===== src/rtl/seq_pkg.sv =====
// seq_pkg -- shared definitions for the serial pattern transmitter.
//   SEQ_MAX_LEN    : default payload length limit in bits
//   seq_lw()       : width of a length field able to hold 0..max_len
//   seq_tx_state_t : transmitter FSM states (PAR exists only when
//                    SEQ_TX_PARITY_EN is defined)
package seq_pkg;

  localparam int SEQ_MAX_LEN = 16;

  function automatic int seq_lw(input int max_len);
    return $clog2(max_len + 1);
  endfunction

`ifdef SEQ_TX_PARITY_EN
  typedef enum logic [1:0] {IDLE = 2'd0, SHIFT = 2'd1, PAR = 2'd2, DONE = 2'd3} seq_tx_state_t;
`else
  typedef enum logic [1:0] {IDLE = 2'd0, SHIFT = 2'd1, DONE = 2'd3} seq_tx_state_t;
`endif

endpackage


===== src/rtl/seq_tx_shreg.sv =====
// seq_tx_shreg -- loadable MSB-first shift register with bit counter.
//   load      : capture load_data/load_len; bit load_len-1 lands on bit_out
//   reload    : restart the captured pattern (next repetition)
//   shift     : advance one bit
//   load_data : pattern bits, load_len : payload length (already clamped)
//   bit_out   : current bit, last : current bit is the final one of the pattern
module seq_tx_shreg import seq_pkg::*; #(
  parameter int MAX_LEN = SEQ_MAX_LEN,
  parameter int LW      = seq_lw(MAX_LEN)
) (
  input  logic               clk,
  input  logic               rst_n,
  input  logic               load,
  input  logic               reload,
  input  logic               shift,
  input  logic [MAX_LEN-1:0] load_data,
  input  logic [LW-1:0]      load_len,
  output logic               bit_out,
  output logic               last
);

  logic [MAX_LEN-1:0] img_q, sh_q, aligned;
  logic [LW-1:0]      len_q, cnt_q;

  // Left-justify so bit load_len-1 sits at the MSB; bits above load_len
  // fall off the top and the vacated low bits are zero.
  assign aligned = load_data << (LW'(MAX_LEN) - load_len);

  always_ff @(posedge clk or negedge rst_n) begin
    if (!rst_n) begin
      img_q <= '0;
      sh_q  <= '0;
      len_q <= '0;
      cnt_q <= '0;
    end else if (load) begin
      img_q <= aligned;
      sh_q  <= aligned;
      len_q <= load_len;
      cnt_q <= load_len;
    end else if (reload) begin
      sh_q  <= img_q;
      cnt_q <= len_q;
    end else if (shift) begin
      sh_q  <= {sh_q[MAX_LEN-2:0], 1'b0};
      cnt_q <= cnt_q - LW'(1);
    end
  end

  assign bit_out = sh_q[MAX_LEN-1];
  assign last    = (cnt_q == LW'(1));

endmodule


===== src/rtl/seq_pattern_tx.sv =====
// seq_pattern_tx -- serialises a captured pattern MSB-first on X, optionally
// repeated back-to-back, with an optional even-parity bit after each
// repetition (macro SEQ_TX_PARITY_EN).
//   clk, rst_n          : clock, async active-low reset
//   in_valid/in_ready   : pattern handshake (ready only in IDLE)
//   in_data/in_len      : pattern bits and length (clamped to MAX_LEN)
//   in_repeat           : extra repetitions (0 = send once)
//   X/x_valid           : serial bit and its qualifier
//   busy/done           : frame in progress / one-cycle completion pulse
module seq_pattern_tx import seq_pkg::*; #(
  parameter int   MAX_LEN  = SEQ_MAX_LEN,
  parameter logic IDLE_LVL = 1'b0,
  localparam int  LW       = seq_lw(MAX_LEN)
) (
  input  logic               clk,
  input  logic               rst_n,
  input  logic               in_valid,
  output logic               in_ready,
  input  logic [MAX_LEN-1:0] in_data,
  input  logic [LW-1:0]      in_len,
  input  logic [3:0]         in_repeat,
  output logic               X,
  output logic               x_valid,
  output logic               busy,
  output logic               done
);

  seq_tx_state_t state_q, state_d;
  logic          rdy_q;
  logic [3:0]    rep_q;
  logic [LW-1:0] len_c;
  logic          hs, load, reload, shift, rep_dec;
  logic          sh_bit, sh_last;

  assign len_c = (in_len > LW'(MAX_LEN)) ? LW'(MAX_LEN) : in_len;
  assign hs    = in_valid && in_ready;

  // Held low through reset so in_ready stays low until the first edge
  // after release, even though the state is already IDLE.
  always_ff @(posedge clk or negedge rst_n) begin
    if (!rst_n) rdy_q <= 1'b0;
    else        rdy_q <= 1'b1;
  end

  always_ff @(posedge clk or negedge rst_n) begin
    if (!rst_n) begin
      state_q <= IDLE;
      rep_q   <= '0;
    end else begin
      state_q <= state_d;
      if (load)         rep_q <= in_repeat;
      else if (rep_dec) rep_q <= rep_q - 4'd1;
    end
  end

`ifdef SEQ_TX_PARITY_EN
  logic               par_q;
  logic [MAX_LEN-1:0] len_mask;

  // Parity is identical for every repetition, so compute it once at capture.
  assign len_mask = ~({MAX_LEN{1'b1}} << len_c);

  always_ff @(posedge clk or negedge rst_n) begin
    if (!rst_n)    par_q <= 1'b0;
    else if (load) par_q <= ^(in_data & len_mask);
  end
`endif

  always_comb begin
    state_d = state_q;
    load    = 1'b0;
    reload  = 1'b0;
    shift   = 1'b0;
    rep_dec = 1'b0;
    case (state_q)
      IDLE: if (hs) begin
        load    = 1'b1;
        state_d = (len_c == '0) ? DONE : SHIFT;
      end
      SHIFT: begin
        if (!sh_last) begin
          shift = 1'b1;
        end else begin
`ifdef SEQ_TX_PARITY_EN
          state_d = PAR;
`else
          if (rep_q != 4'd0) begin
            reload  = 1'b1;
            rep_dec = 1'b1;
          end else begin
            state_d = DONE;
          end
`endif
        end
      end
`ifdef SEQ_TX_PARITY_EN
      PAR: begin
        if (rep_q != 4'd0) begin
          reload  = 1'b1;
          rep_dec = 1'b1;
          state_d = SHIFT;
        end else begin
          state_d = DONE;
        end
      end
`endif
      DONE:    state_d = IDLE;
      default: state_d = IDLE;
    endcase
  end

  seq_tx_shreg #(.MAX_LEN(MAX_LEN), .LW(LW)) u_shreg (
    .clk       (clk),
    .rst_n     (rst_n),
    .load      (load),
    .reload    (reload),
    .shift     (shift),
    .load_data (in_data),
    .load_len  (len_c),
    .bit_out   (sh_bit),
    .last      (sh_last)
  );

  // Outputs decode the registered state only, so an async reset reaches
  // them without waiting for a clock edge.
  always_comb begin
    X       = IDLE_LVL;
    x_valid = 1'b0;
    case (state_q)
      SHIFT: begin X = sh_bit; x_valid = 1'b1; end
`ifdef SEQ_TX_PARITY_EN
      PAR:   begin X = par_q;  x_valid = 1'b1; end
`endif
      default: ;
    endcase
  end

  assign in_ready = (state_q == IDLE) && rdy_q;
  assign busy     = (state_q != IDLE);
  assign done     = (state_q == DONE);

endmodule

===== config.mk =====
export PLATFORM = sky130hd
export DESIGN_NAME = seq_pattern_tx
export DESIGN_NICKNAME = d
export VERILOG_FILES = /design/src/rtl/seq_pkg.sv /design/src/rtl/seq_tx_shreg.sv /design/src/rtl/seq_pattern_tx.sv
export SDC_FILE = /design/constraint.sdc
export NUM_CORES = 1
export LEC_CHECK = 0
export ABC_AREA = 1
export CAP_MARGIN = 20
export CORE_MARGIN = 2
export CORE_UTILIZATION = 35
export CTS_BUF_LIST = sky130_fd_sc_hd__clkbuf_8 sky130_fd_sc_hd__clkbuf_16
export DETAILED_ROUTE_END_ITERATION = 12
export DONT_BUFFER_PORTS = 1
export GPL_TIMING_DRIVEN = 0
export MAX_ROUTING_LAYER = met4
export PLACE_DENSITY = 0.5
export SKIP_LAST_GASP = 1
export SLEW_MARGIN = 20
export SYNTH_ARGS = -nofsm -noshare
export SYNTH_HDL_FRONTEND = slang
export SYNTH_SLANG_ARGS = --single-unit

===== constraint.sdc =====
create_clock -name clk -period 1.5 [get_ports clk]
set_input_delay 0.45 -clock clk [delete_from_list [all_inputs] [get_ports clk]]
set_output_delay 0.45 -clock clk [all_outputs]
set_load 0.05 [all_outputs]

Word level (Yosys, flattened, before mapping)
Cells that the tools add are included.
{"block": "classes", "n_addsub": 3, "multipliers": 0, "div": 0, "order_cmp": 1, "n_eq_ne": 6, "shift": 1, "n_mux": 23, "n_bitwise": 0, "n_reduce_logical": 9}
{"operator": "$mux W16", "count": 3}
{"operator": "$mux W5", "count": 4}
{"operator": "$shl A16 B5 Y16", "count": 1}
{"operator": "$mux W1", "count": 9}
{"operator": "$mux W2", "count": 4}
{"operator": "$mux W4", "count": 2}
{"operator": "$ne A2 B2 Y1 const B", "count": 3}
{"operator": "$eq A5 B1 Y1 const B", "count": 1}
{"operator": "$gt A5 B5 Y1 const B", "count": 1}
{"operator": "$logic_not A5 Y1", "count": 1}
{"operator": "$sub A5 B1 Y5 const B", "count": 1}
{"operator": "$sub A5 B5 Y5 const A", "count": 1}
{"operator": "$pmux W2 S2", "count": 1}
{"operator": "$reduce_bool A2 Y1", "count": 2}
{"operator": "$reduce_bool A4 Y1", "count": 1}
{"operator": "$sub A4 B1 Y4 const B", "count": 1}
{"operator": "$reduce_and A3 Y1", "count": 1}
{"operator": "$reduce_bool A3 Y1", "count": 1}
{"operator": "$eq A2 B1 Y1 const B", "count": 1}
{"operator": "$eq A2 B2 Y1 const B", "count": 1}
{"operator": "$logic_and A1 B1 Y1", "count": 2}
{"operator": "$logic_not A2 Y1", "count": 1}
{"block": "totals", "register_bits": 49, "latchBits": 0, "ram_bits": 0, "romBits": 0, "in_bits": 28, "out_inout_bits": 5, "word_cells": 50, "n_memories": 0}

Longest topological paths before layout
{"block": "logic_depth", "ltp_word": 6, "depth_mapped": 16, "ltp_nobuf": 15}

Modules after synthesis
A second synthesis with hierarchy kept.
{"block": "unflattened", "cells_unflattened": 476, "area_unflattened_um2": 3410.8}
{"mod": "seq_tx_shreg", "n_inst": 1, "cells_per_inst": 394, "area_per_inst_um2": 2862.7, "seq_area_each_um2": 1051.0}
{"mod": "seq_pattern_tx", "n_inst": 1, "cells_per_inst": 82, "area_per_inst_um2": 548.0, "seq_area_each_um2": 175.2}

Worst setup path before layout
Ideal clock, no wire load.
{"block": "synth_timing", "path_kind": "input to register", "start": "input port in_len[1]", "end": "register u_shreg.img_q[10]", "setup_time_ns": 0.131, "arrival_time_ns": 2.260, "required_time_ns": 1.369, "path_slack_ns": -0.891, "path_stages": 13, "n_path_buf": 3, "path_cell_list": "nor2_1 -> nand2_2 -> nand2_4 -> nand2_4 -> buf_6 -> ha_1 -> clkbuf_1 -> clkbuf_1 -> nand3_1 -> nand3_1 -> nand3_1 -> nand2_1 -> o21ai_0"}
{"block": "synth_between", "elab_chain_cells": 4}
{"element": "from (decl)", "line_no": "seq_pattern_tx.sv:20", "source": "input logic [LW-1:0] in_len,"}
{"element": "$gt A5 B5 Y1", "line_no": "seq_pattern_tx.sv:35", "source": "assign len_c = (in_len > LW'(MAX_LEN)) ? LW'(MAX_LEN) : in_len;"}
{"element": "$mux W5 (*)", "line_no": "seq_pattern_tx.sv:35"}
{"element": "$sub A5 B5 Y5 (*)", "line_no": "seq_tx_shreg.sv:27", "source": "assign aligned = load_data << (LW'(MAX_LEN) - load_len);"}
{"element": "$shl A16 B5 Y16 (*)", "line_no": "seq_tx_shreg.sv:27"}
{"element": "to (signal assigned)", "line_no": "seq_tx_shreg.sv:36", "source": "img_q <= aligned;"}
{"element": "to (decl)", "line_no": "seq_tx_shreg.sv:22", "source": "logic [MAX_LEN-1:0] img_q, sh_q, aligned;"}
Mark *: on every way between the ends. The rest lies on a longest branch, timed or not.
A chain may end at the register's enable or synchronous reset.

Worst setup path in the final report
{"block": "layout_timing", "start": "register state_q[1]", "end": "register u_shreg.sh_q[6]"}
{"block": "layout_between", "elab_chain_cells": 6, "word_cells_on_any_way": 11, "classes_between": "eq/ne (1); mux (6); reduce/logical (4)"}
{"element": "from (decl)", "line_no": "seq_pattern_tx.sv:28", "source": "seq_tx_state_t state_q, state_d;"}
{"element": "from (signal assigned)", "line_no": "seq_pattern_tx.sv:50", "source": "state_q <= state_d;"}
{"element": "$logic_not A2 Y1 (*)", "line_no": "seq_pattern_tx.sv:138", "source": "assign in_ready = (state_q == IDLE) && rdy_q;"}
{"element": "$logic_and A1 B1 Y1 (*)", "line_no": "seq_pattern_tx.sv:138"}
{"element": "via in_ready", "line_no": "seq_pattern_tx.sv:18", "source": "output logic in_ready,"}
{"element": "$logic_and A1 B1 Y1 (*)", "line_no": "seq_pattern_tx.sv:36", "source": "assign hs = in_valid && in_ready;"}
{"element": "$mux W1 (*)", "line_no": "seq_pattern_tx.sv:76", "source": "IDLE: if (hs) begin"}
{"element": "$mux W1 (*)", "line_no": "seq_pattern_tx.sv:75", "source": "case (state_q)"}
{"element": "$reduce_bool A3 Y1 (no source line) or $mux W16 (tied branches)"}
{"element": "to (signal assigned)", "line_no": "seq_tx_shreg.sv:37", "source": "sh_q <= aligned;"}
{"element": "to (signal assigned)", "line_no": "seq_tx_shreg.sv:41", "source": "sh_q <= img_q;"}
{"element": "to (signal assigned)", "line_no": "seq_tx_shreg.sv:44", "source": "sh_q <= {sh_q[MAX_LEN-2:0], 1'b0};"}
{"element": "to (decl)", "line_no": "seq_tx_shreg.sv:22"}
The timed path passes the listed nets; every way through them passes the cells marked *.

==> qor.csv <==
metric,value,unit
status,finished with violations,
violations,"negative hold slack, negative setup slack",
path_clk_slew,0.11,ns
slew_violations,0,
route.detailed.drc,0,
die_h,99.8,um
r2r-start,state_q[1],
hp-class,input pin to async pin,
setup_viol,52,
synth_cells,453,
place_hpwl,6830,um
ys_seq_area_share,38.2,%
rows,34,
grt_overflow,0,
grt_pass1_vias,3062,
period_share,135,%
cpMaxStageDelayCell,dfrtp_2,
final_core_util,47.0,%
finalHoldViolCount,49,
syn_area_per_cell,7.09,um2
synth-compound-area-share,10.5,%
syn-num-nets,486,
cts.sinks,49,
ctsHtreeMaxLevel,2,
end_kind,flip-flop,
synth_warnings,0,
gp_congestion,0.901,
fin_skew,0.0216,ns
synth_top_family_by_area,simple AND/OR/NAND/NOR gates,
multi_input_area,2020,um2
rr_worst_depth,10,
regArea,1230,um2
via_count,3090,
antenna_found_initial,0,
timing.final.ws_setup,-0.531,ns
mostFrequentLayoutCell,nand2_1,
maxCapViolations,0,
dr.pass1.iters,4,
crit_path_max_fanout,6,
p_per_area,1760,nW/um2
rrSetupSlack,-0.53,ns
p_leak,1.96,nW
core,8810,um2
n_antenna_cell,0,
drive_above_1_share,30.3,%
area_growth,29.0,%
slowest_delay,0.46,ns
cts_buffers,5,
min_period,2.03,ns
yosys_register_bits,49,
power,7.30,mW
synth_area,3210,um2
relSlewSlack,64.5,%
clockBufferDepth,2,
crit_start,state_q[1],
fmax,492,MHz
crit_top_cell,nor2_4,
critPathArrivalTime,2.24,ns
worst_ir_drop_vdd,854,uV
synth_fa_ha_area_share,1.95,%
synthSimpleGateAreaFrac,38.5,%
cp.required,1.70,ns
drt-initial-drc-count,204,
layout_common_cells,"nand2_1 (95), nand3_1 (71), dfrtp_1 (47), inv_1 (42)",
drtAntennaViolNets,0,
rsz0062_at_grt,true,
muxShareOfSynthArea,0,%
numPortBuffers,0,
path_class,flip-flop to flip-flop,
cts_tree,done,
crit_chain,nor2_4 > inv_6 > nor2_4 > nand2_4 > inv_8 > nor2_4 > buf_4 > buf_4 > a211oi_1 > a21oi_1,
crit_end,u_shreg.sh_q[6],
dieArea,9960,um2
clkLatencyLatePin,0.32,ns
vias_per_cell,5.18,
grt_pass1_wl,15300,um
tns,-18.46,ns
synthXorXnorAreaFrac,0.818,%
initial_utilization,36.5,%
ys_types,33,
grt_max_degree,50,
cts_root_buffer,clkbuf_8,
fill_cells,913,
start_kind,flip-flop,
die_x,99.8,um
io_pins,33,
avgRoutedWirePerCell,15.8,um
whs,-0.187,ns
nNetsFinal,520,
grt_use_total,20.1,%
routed_wl,9410,um
worst_slew_pin_slew,0.531,ns
r2r-end,u_shreg.sh_q[6],
sequential cells by signal (all words and copies together), names as in the netlist:
register and flops:
rdy_q 1, u_shreg.len_q 5, u_shreg.cnt_q 5, state_q 2, u_shreg.img_q 16, rep_q 4
u_shreg.sh_q 16
synthesized netlist by cell type:
| library cell | n | area [um2] |
|---|---|---|
| a211oi_1 | 5 | 37.5 |
| a21oi_1 | 18 | 90.1 |
| a22oi_1 | 1 | 7.51 |
| a31oi_1 | 6 | 37.5 |
| a41oi_1 | 1 | 8.76 |
| buf_1 | 1 | 3.75 |
| buf_2 | 7 | 35.0 |
| buf_4 | 4 | 30.0 |
| buf_6 | 2 | 22.5 |
| clkbuf_1 | 5 | 18.8 |
| conb_1 | 1 | 3.75 |
| dfrtp_1 | 49 | 1230 |
| ha_1 | 5 | 62.6 |
| inv_1 | 50 | 188 |
| inv_2 | 4 | 15.0 |
| inv_4 | 1 | 6.26 |
| nand2_1 | 115 | 432 |
| nand2_2 | 2 | 12.5 |
| nand2_4 | 4 | 45.0 |
| nand3_1 | 89 | 445 |
| nand3_2 | 2 | 20.0 |
| nand3b_1 | 4 | 30.0 |
| nor2_1 | 33 | 124 |
| nor2_2 | 4 | 25.0 |
| nor2_4 | 3 | 33.8 |
| nor2_8 | 2 | 40.0 |
| nor3_1 | 3 | 15.0 |
| o211ai_1 | 4 | 30.0 |
| o21ai_0 | 20 | 100 |
| o21ai_2 | 1 | 8.76 |
| o221ai_1 | 2 | 17.5 |
| or2_2 | 2 | 12.5 |
| xor2_1 | 3 | 26.3 |
critical path: cells and delay by family (launching register included):
family / cells / cell delay (ns)
buffers and inverters: 4 / 0.47
flip-flops: 1 / 0.46
AND/OR/NAND/NOR: 4 / 0.65
AO/OA/AOI/OAI: 2 / 0.33
metal layers:
layer  up-vias  GRT usage [%]  part of all wire [%]
met5         -              -                     0
met4         0           5.16                   1.3
met3         8           3.27                   2.9
met2        45           32.6                    49
met1      1482           26.4                    46
li1       1555              -                     -
cells by family (layout without fill, tap and decap cells):
family,after synthesis,in the layout
and+or+nand+nor,263,264
buffers and inverters,74,108
AOI/OAI and AO/OA,58,58
DFF,49,49
adders and majority gates,5,5
xor gates and xnor gates,3,3
other,1,1
metrics by stage:
step,instance area (um2),hold WS [ns],cells,worst slack (ns)
2_1_floorplan,3360,0.154,453,-0.679
3_3_place_gp,3490,0.155,561,-0.998
3_5_place_dp,3490,0.155,561,-1.03
4_1_cts,3880,-0.199,584,-0.470
5_1_grt,4140,-0.215,596,-0.593
6_report,4140,-0.187,596,-0.531
report_power, final:
group	internal [mW]	total, mW	switching (mW)
clock network	0.501	0.983	0.482
registers	1.93	2.27	0.340
logic	1.63	4.05	2.42
worst min-delay path by stage:
stage                     start               end  slack [ns]  cells after the start
after floorplan           rst_n             rdy_q        0.15                      0
after global placement    rst_n             rdy_q        0.16                      0
after detailed placement  rst_n             rdy_q        0.16                      0
after CTS                 rst_n  u_shreg.cnt_q[1]       -0.20                      0
after global routing      rst_n  u_shreg.cnt_q[1]       -0.22                      0
final                     rst_n  u_shreg.len_q[4]       -0.19                      0
repair_timing:
| action | 4_1_cts | 5_1_grt |
|---|---|---|
| setup buffers | 15 | 11 |
| pin swaps | 24 | 14 |
| gates resized for setup | 50 | 48 |
| setup endpoints to repair | 51 | 53 |
| hold endpoints to repair | 49 | 49 |
| gates cloned | 1 | 1 |
area by class of cell:
cell class | count | area share (%)
multi-input cells | 331 | 48.8
flip-flops and latches | 49 | 29.7
inverters | 55 | 5.83
repair buffers | 26 | 4.99
plain buffers | 18 | 4.62
well taps | 108 | 3.26
clock buffers | 5 | 1.66
clock inverters | 3 | 1.06
repair inverters | 1 | 0.121
(Power assumes the default switching activity.)
